**config.mk**
```make
export PLATFORM = sky130hd
export DESIGN_NAME = usart_tx_buffered
export DESIGN_NICKNAME = d
export VERILOG_FILES = /design/src/rtl/usart_tx_buffered.sv
export SDC_FILE = /design/constraint.sdc
export NUM_CORES = 1
export LEC_CHECK = 0
export CAP_MARGIN = 20
export CORE_AREA = 2 2 168 170
export CTS_CLUSTER_DIAMETER = 50
export CTS_CLUSTER_SIZE = 12
export DETAILED_ROUTE_END_ITERATION = 16
export DIE_AREA = 0 0 170 172
export GPL_ROUTABILITY_DRIVEN = 0
export SLEW_MARGIN = 0
export SYNTH_ARGS = -nofsm -noshare
export SYNTH_HDL_FRONTEND = slang
export SYNTH_SLANG_ARGS = --single-unit
export TNS_END_PERCENT = 30
```
**constraint.sdc**
```tcl
create_clock -name comm_clock -period 3.32 [get_ports comm_clock]
set_clock_uncertainty 0.15 [all_clocks]
set_input_delay 0.664 -clock comm_clock [delete_from_list [all_inputs] [get_ports comm_clock]]
set_output_delay 0.664 -clock comm_clock [all_outputs]
set_load 0.01 [all_outputs]
```
**src/rtl/usart_tx_buffered.sv**
```systemverilog
// Buffered 8N1 USART transmitter: byte FIFO feeding a serialiser with a programmable bit period.
// Define USART_TX_PARITY_EN to insert an even-parity bit between the data bits and the stop bit.
module usart_tx_buffered #(
    parameter int DEPTH = 16,
    parameter int AW    = $clog2(DEPTH)
) (
    input  logic          comm_clock,
    input  logic          reset_n,
    input  logic [11:0]   clock_divider,
    input  logic [7:0]    data_in,
    input  logic          write,
    input  logic          clear_overflow,
    output logic          full,
    output logic          empty,
    output logic [AW:0]   level,
    output logic          busy,
    output logic          overflow,
    output logic          tx_pin,
    output logic [2:0]    fsm_state
);

    // Handshake: write is a single-cycle enqueue strobe with no ready; a strobe while full
    // is dropped and recorded in the sticky overflow flag. Bytes leave only at frame start.

    typedef enum logic [2:0] {
        ST_IDLE   = 3'd0,
        ST_START  = 3'd1,
        ST_DATA   = 3'd2,
        ST_PARITY = 3'd3,
        ST_STOP   = 3'd4
    } state_t;

    localparam logic [AW:0] FULL_LEVEL = (AW+1)'(DEPTH);

    state_t        state;
    logic [7:0]    mem [DEPTH];
    logic [AW-1:0] wr_ptr;
    logic [AW-1:0] rd_ptr;
    logic [AW:0]   level_next;
    logic [7:0]    head;
    logic [7:0]    shift;
    logic [11:0]   n_lat;
    logic [11:0]   n_sel;
    logic [11:0]   bit_cnt;
    logic [2:0]    bit_idx;
    logic          bit_last;
    logic          push;
    logic          pop;
`ifdef USART_TX_PARITY_EN
    logic          parity_bit;
`endif

    assign head      = mem[rd_ptr];
    assign push      = write && !full;
    assign bit_last  = (bit_cnt == n_lat - 12'd1);
    assign n_sel     = (clock_divider == 12'd0) ? 12'd1 : clock_divider;
    assign fsm_state = state;

    // A pop only ever coincides with a frame start: from IDLE, or chained off the last stop cycle.
    always_comb begin
        pop = 1'b0;
        if (!empty) begin
            if (state == ST_IDLE)
                pop = 1'b1;
            else if (state == ST_STOP && bit_last)
                pop = 1'b1;
        end
    end

    always_comb begin
        level_next = level;
        if (push && !pop)
            level_next = level + 1'b1;
        else if (!push && pop)
            level_next = level - 1'b1;
    end

    always_ff @(posedge comm_clock) begin
        if (push)
            mem[wr_ptr] <= data_in;
    end

    always_ff @(posedge comm_clock) begin
        if (!reset_n) begin
            wr_ptr   <= '0;
            rd_ptr   <= '0;
            level    <= '0;
            full     <= 1'b0;
            empty    <= 1'b1;
            overflow <= 1'b0;
        end else begin
            if (push)
                wr_ptr <= wr_ptr + 1'b1;
            if (pop)
                rd_ptr <= rd_ptr + 1'b1;
            level <= level_next;
            full  <= (level_next == FULL_LEVEL);
            empty <= (level_next == '0);
            // Setting has priority over clearing so a same-cycle drop is never lost.
            if (write && full)
                overflow <= 1'b1;
            else if (clear_overflow)
                overflow <= 1'b0;
        end
    end

    always_ff @(posedge comm_clock) begin
        if (!reset_n) begin
            state      <= ST_IDLE;
            tx_pin     <= 1'b1;
            busy       <= 1'b0;
            bit_cnt    <= '0;
            bit_idx    <= '0;
            n_lat      <= 12'd1;
            shift      <= '0;
`ifdef USART_TX_PARITY_EN
            parity_bit <= 1'b0;
`endif
        end else begin
            case (state)
                ST_IDLE: begin
                    if (pop) begin
                        shift      <= head;
                        n_lat      <= n_sel;
                        bit_cnt    <= '0;
                        state      <= ST_START;
                        tx_pin     <= 1'b0;
                        busy       <= 1'b1;
`ifdef USART_TX_PARITY_EN
                        parity_bit <= ^head;
`endif
                    end
                end
                ST_START: begin
                    if (bit_last) begin
                        bit_cnt <= '0;
                        bit_idx <= '0;
                        state   <= ST_DATA;
                        tx_pin  <= shift[0];
                    end else begin
                        bit_cnt <= bit_cnt + 12'd1;
                    end
                end
                ST_DATA: begin
                    if (bit_last) begin
                        bit_cnt <= '0;
                        if (bit_idx == 3'd7) begin
`ifdef USART_TX_PARITY_EN
                            state  <= ST_PARITY;
                            tx_pin <= parity_bit;
`else
                            state  <= ST_STOP;
                            tx_pin <= 1'b1;
`endif
                        end else begin
                            bit_idx <= bit_idx + 3'd1;
                            shift   <= shift >> 1;
                            tx_pin  <= shift[1];
                        end
                    end else begin
                        bit_cnt <= bit_cnt + 12'd1;
                    end
                end
`ifdef USART_TX_PARITY_EN
                ST_PARITY: begin
                    if (bit_last) begin
                        bit_cnt <= '0;
                        state   <= ST_STOP;
                        tx_pin  <= 1'b1;
                    end else begin
                        bit_cnt <= bit_cnt + 12'd1;
                    end
                end
`endif
                ST_STOP: begin
                    if (bit_last) begin
                        bit_cnt <= '0;
                        if (pop) begin
                            shift      <= head;
                            n_lat      <= n_sel;
                            state      <= ST_START;
                            tx_pin     <= 1'b0;
`ifdef USART_TX_PARITY_EN
                            parity_bit <= ^head;
`endif
                        end else begin
                            state  <= ST_IDLE;
                            tx_pin <= 1'b1;
                            busy   <= 1'b0;
                        end
                    end else begin
                        bit_cnt <= bit_cnt + 12'd1;
                    end
                end
                default: begin
                    state  <= ST_IDLE;
                    tx_pin <= 1'b1;
                    busy   <= 1'b0;
                end
            endcase
        end
    end

endmodule

```
==> qor.yml <==
status: "complete, no violations"
routedWlPerCell_um: 16.5
grt-ovfl-total: 0
cpPeakStageDelay_ns: 0.55
sw_frac_of_total: 0.317
fp.dieW_um: 170
cts_hold_buffers: 0
drt_iter0_drc: 343
p_clk_frac: 0.295
setup_ws_ns: 0.275
crit_path_end_kind: "register"
ioPinCount: 37
crit_fanout: 12
dpl_cell_area_um2: 8920
htreeDepth: 4
postCtsSetupBuffers: 0
tns_ns: 0
report.final.slew_viol_count: 0
clk_pin_slew_worst_paths_ns: 0.07
cap_violations: 0
combinationalPowerShare: 0.283
syn_area_per_cell_um2: 13.9
rsz0062_at_grt: "no"
fin_nets: 661
ctsRootBufferMaster: "clkbuf_16"
pre_cts_slack_ns: 0.279
die_h_um: 172
rows: 61
setup_violations: 0
startpoint_type: "register"
cts_tree: "yes"
cts_resized: 0
grt_pass1_wl_um: 25700
ys_async_sr_fraction: 0
worst-setup-path-type: "register to register"
io_buffers: 36
grt_antenna_before_repair: 0
ys_seq_area_frac: 0.621
grt_pass1_vias: 4556
netlist_area_um2: 8130
syn2layout_area_growth_pct: 17.0
synth_edf_count: 128
fin_cells: 985
grt_start_max_net_pins: 33
switching_power_mw: 2.18
required_ns: 3.47
clock-sinks: 188
final_common_cell: "edfxtp_1"
min_path_type: "register to register"
cts_buffers: 17
drc_errors: 0
cp_cell_sequence: "nor3_1 -> nand2_2 -> or4_4 -> a2111oi_4 -> and3_1 -> a21o_1 -> a221o_1 -> nor2_1"
hold_viol: 0
dieArea_um2: 29200
antenna_left: 0
power.total_mw: 6.88
seqPwrFrac: 0.422
drive_gt1_frac: 0.155
ys.flop_type: "edfxtp_1"
ys.warnings.count: 0
place_inst: 953
cpLargestDelayFamily: "simple AND/OR/NAND/NOR gates"
synth.distinct_cells: 60
period_minus_slack_ns: 3.04
core_um2: 27500
p_per_area_nw_per_um2: 724
via_count: 4736
nFillCells: 2687
diodes: 0
ir_drop_v: 0.000341
finalInstanceArea_um2: 9510
fmax_ghz: 0.328
post-route-period-util: 0.917
arrival_ns: 3.20
internal-power_mw: 4.70
crit_slowest_cell: "or4_4"
floorplan.initialDensity: 0.296
fin_hold_ws_ns: 0.322
cts_buffer_depth: 2
post-route-util: 0.346
track_usage: 0.116
synth_cells: 586
syn_nets: 621
viasPerCell: 4.81
worstSkewPairLatency_ns: 0.44
wirelength_um: 16200
ys_ff_latch: 188
slew_headroom: 0.463
cp_num_buf_inv: 0
first_pass_iters: 5
worst_pin_slew_ns: 0.800
final_cell_mix: "edfxtp_1, dfxtp_1, nand2_1"
dp_hpwl_um: 11000
power_leakage_nw: 3.17
cell type report:
class	instances	area (um^2)	share of cell area
clock buffers	17	425	0.0447
clock inverters	15	170	0.0179
inverters	12	45.0	0.00473
multi-input cells	357	2920	0.306
flip-flops and latches	188	5050	0.530
well taps	346	433	0.0455
repair buffers	50	478	0.0502
worst register-to-register path, delay by kind of cell, from the launching register on:
kind	cells	cell delay (ns)
compound gates	3	1.02
flops	1	0.35
simple gates	5	1.40
per-layer routing:
metal	GRT usage	part of all wire
met1	0.162	0.49
met2	0.183	0.46
met3	0.0236	0.037
met4	0.0357	0.010
met5	0	0
logic make-up after synthesis:
kind of cell | count (synthesis) | synth area share
compound gates | 80 | 0.0685
flops | 188 | 0.621
fa+ha+maj | 12 | 0.0182
mux | 53 | 0.127
xor+xnor | 32 | 0.0345
buf+inv | 41 | 0.0206
simple gates | 180 | 0.111
power groups by stage:
stage                     registers [mW]  logic [mW]  clock network [mW]
after floorplan                     2.87        1.47                   0
after global placement              2.95        1.94                   0
after detailed placement            2.96        1.96                   0
after CTS                           2.91        1.97                2.08
after global routing                2.94        2.15                2.17
final                               2.91        1.95                2.03
cells in the mapped netlist, types with 12 or more instances:
cell | count | area (um^2)
a21oi_1 | 24 | 120
nand3_1 | 13 | 65.1
edfxtp_1 | 128 | 3840
mux4_2 | 40 | 901
dfxtp_1 | 60 | 1200
nand2_1 | 46 | 173
nor3_1 | 16 | 80.1
and2_1 | 18 | 113
o21ai_0 | 13 | 65.1
xnor2_1 | 14 | 123
nor2_1 | 44 | 165
mux2i_1 | 13 | 130
xor2_1 | 18 | 158
inv_1 | 12 | 45.0
clkbuf_1 | 17 | 63.8
flip-flops by register name, indices dropped and copies added (netlist names), named ones only:
| name | cells |
|---|---|
| mem | 128 |
| bit_cnt | 12 |
| n_lat | 12 |
| shift | 8 |
| level | 5 |
| rd_ptr | 4 |
| wr_ptr | 4 |
| bit_idx | 3 |
| fsm_state | 3 |
| busy | 1 |
| empty | 1 |
| full | 1 |
| overflow | 1 |
| tx_pin | 1 |
final timing paths:
kind / startpoint / to / slack, ns / cells after the start
min: overflow$_SDFFE_PN0P_ / overflow$_SDFFE_PN0P_ / 0.32 / 2
min reg2reg: overflow$_SDFFE_PN0P_ / overflow$_SDFFE_PN0P_ / 0.32 / 2
max reg2reg: n_lat[5]$_SDFFE_PN0P_ / bit_cnt[6]$_SDFFE_PN0P_ / 0.28 / 8
max: n_lat[5]$_SDFFE_PN0P_ / bit_cnt[6]$_SDFFE_PN0P_ / 0.28 / 8
(Power assumes the default switching activity.)
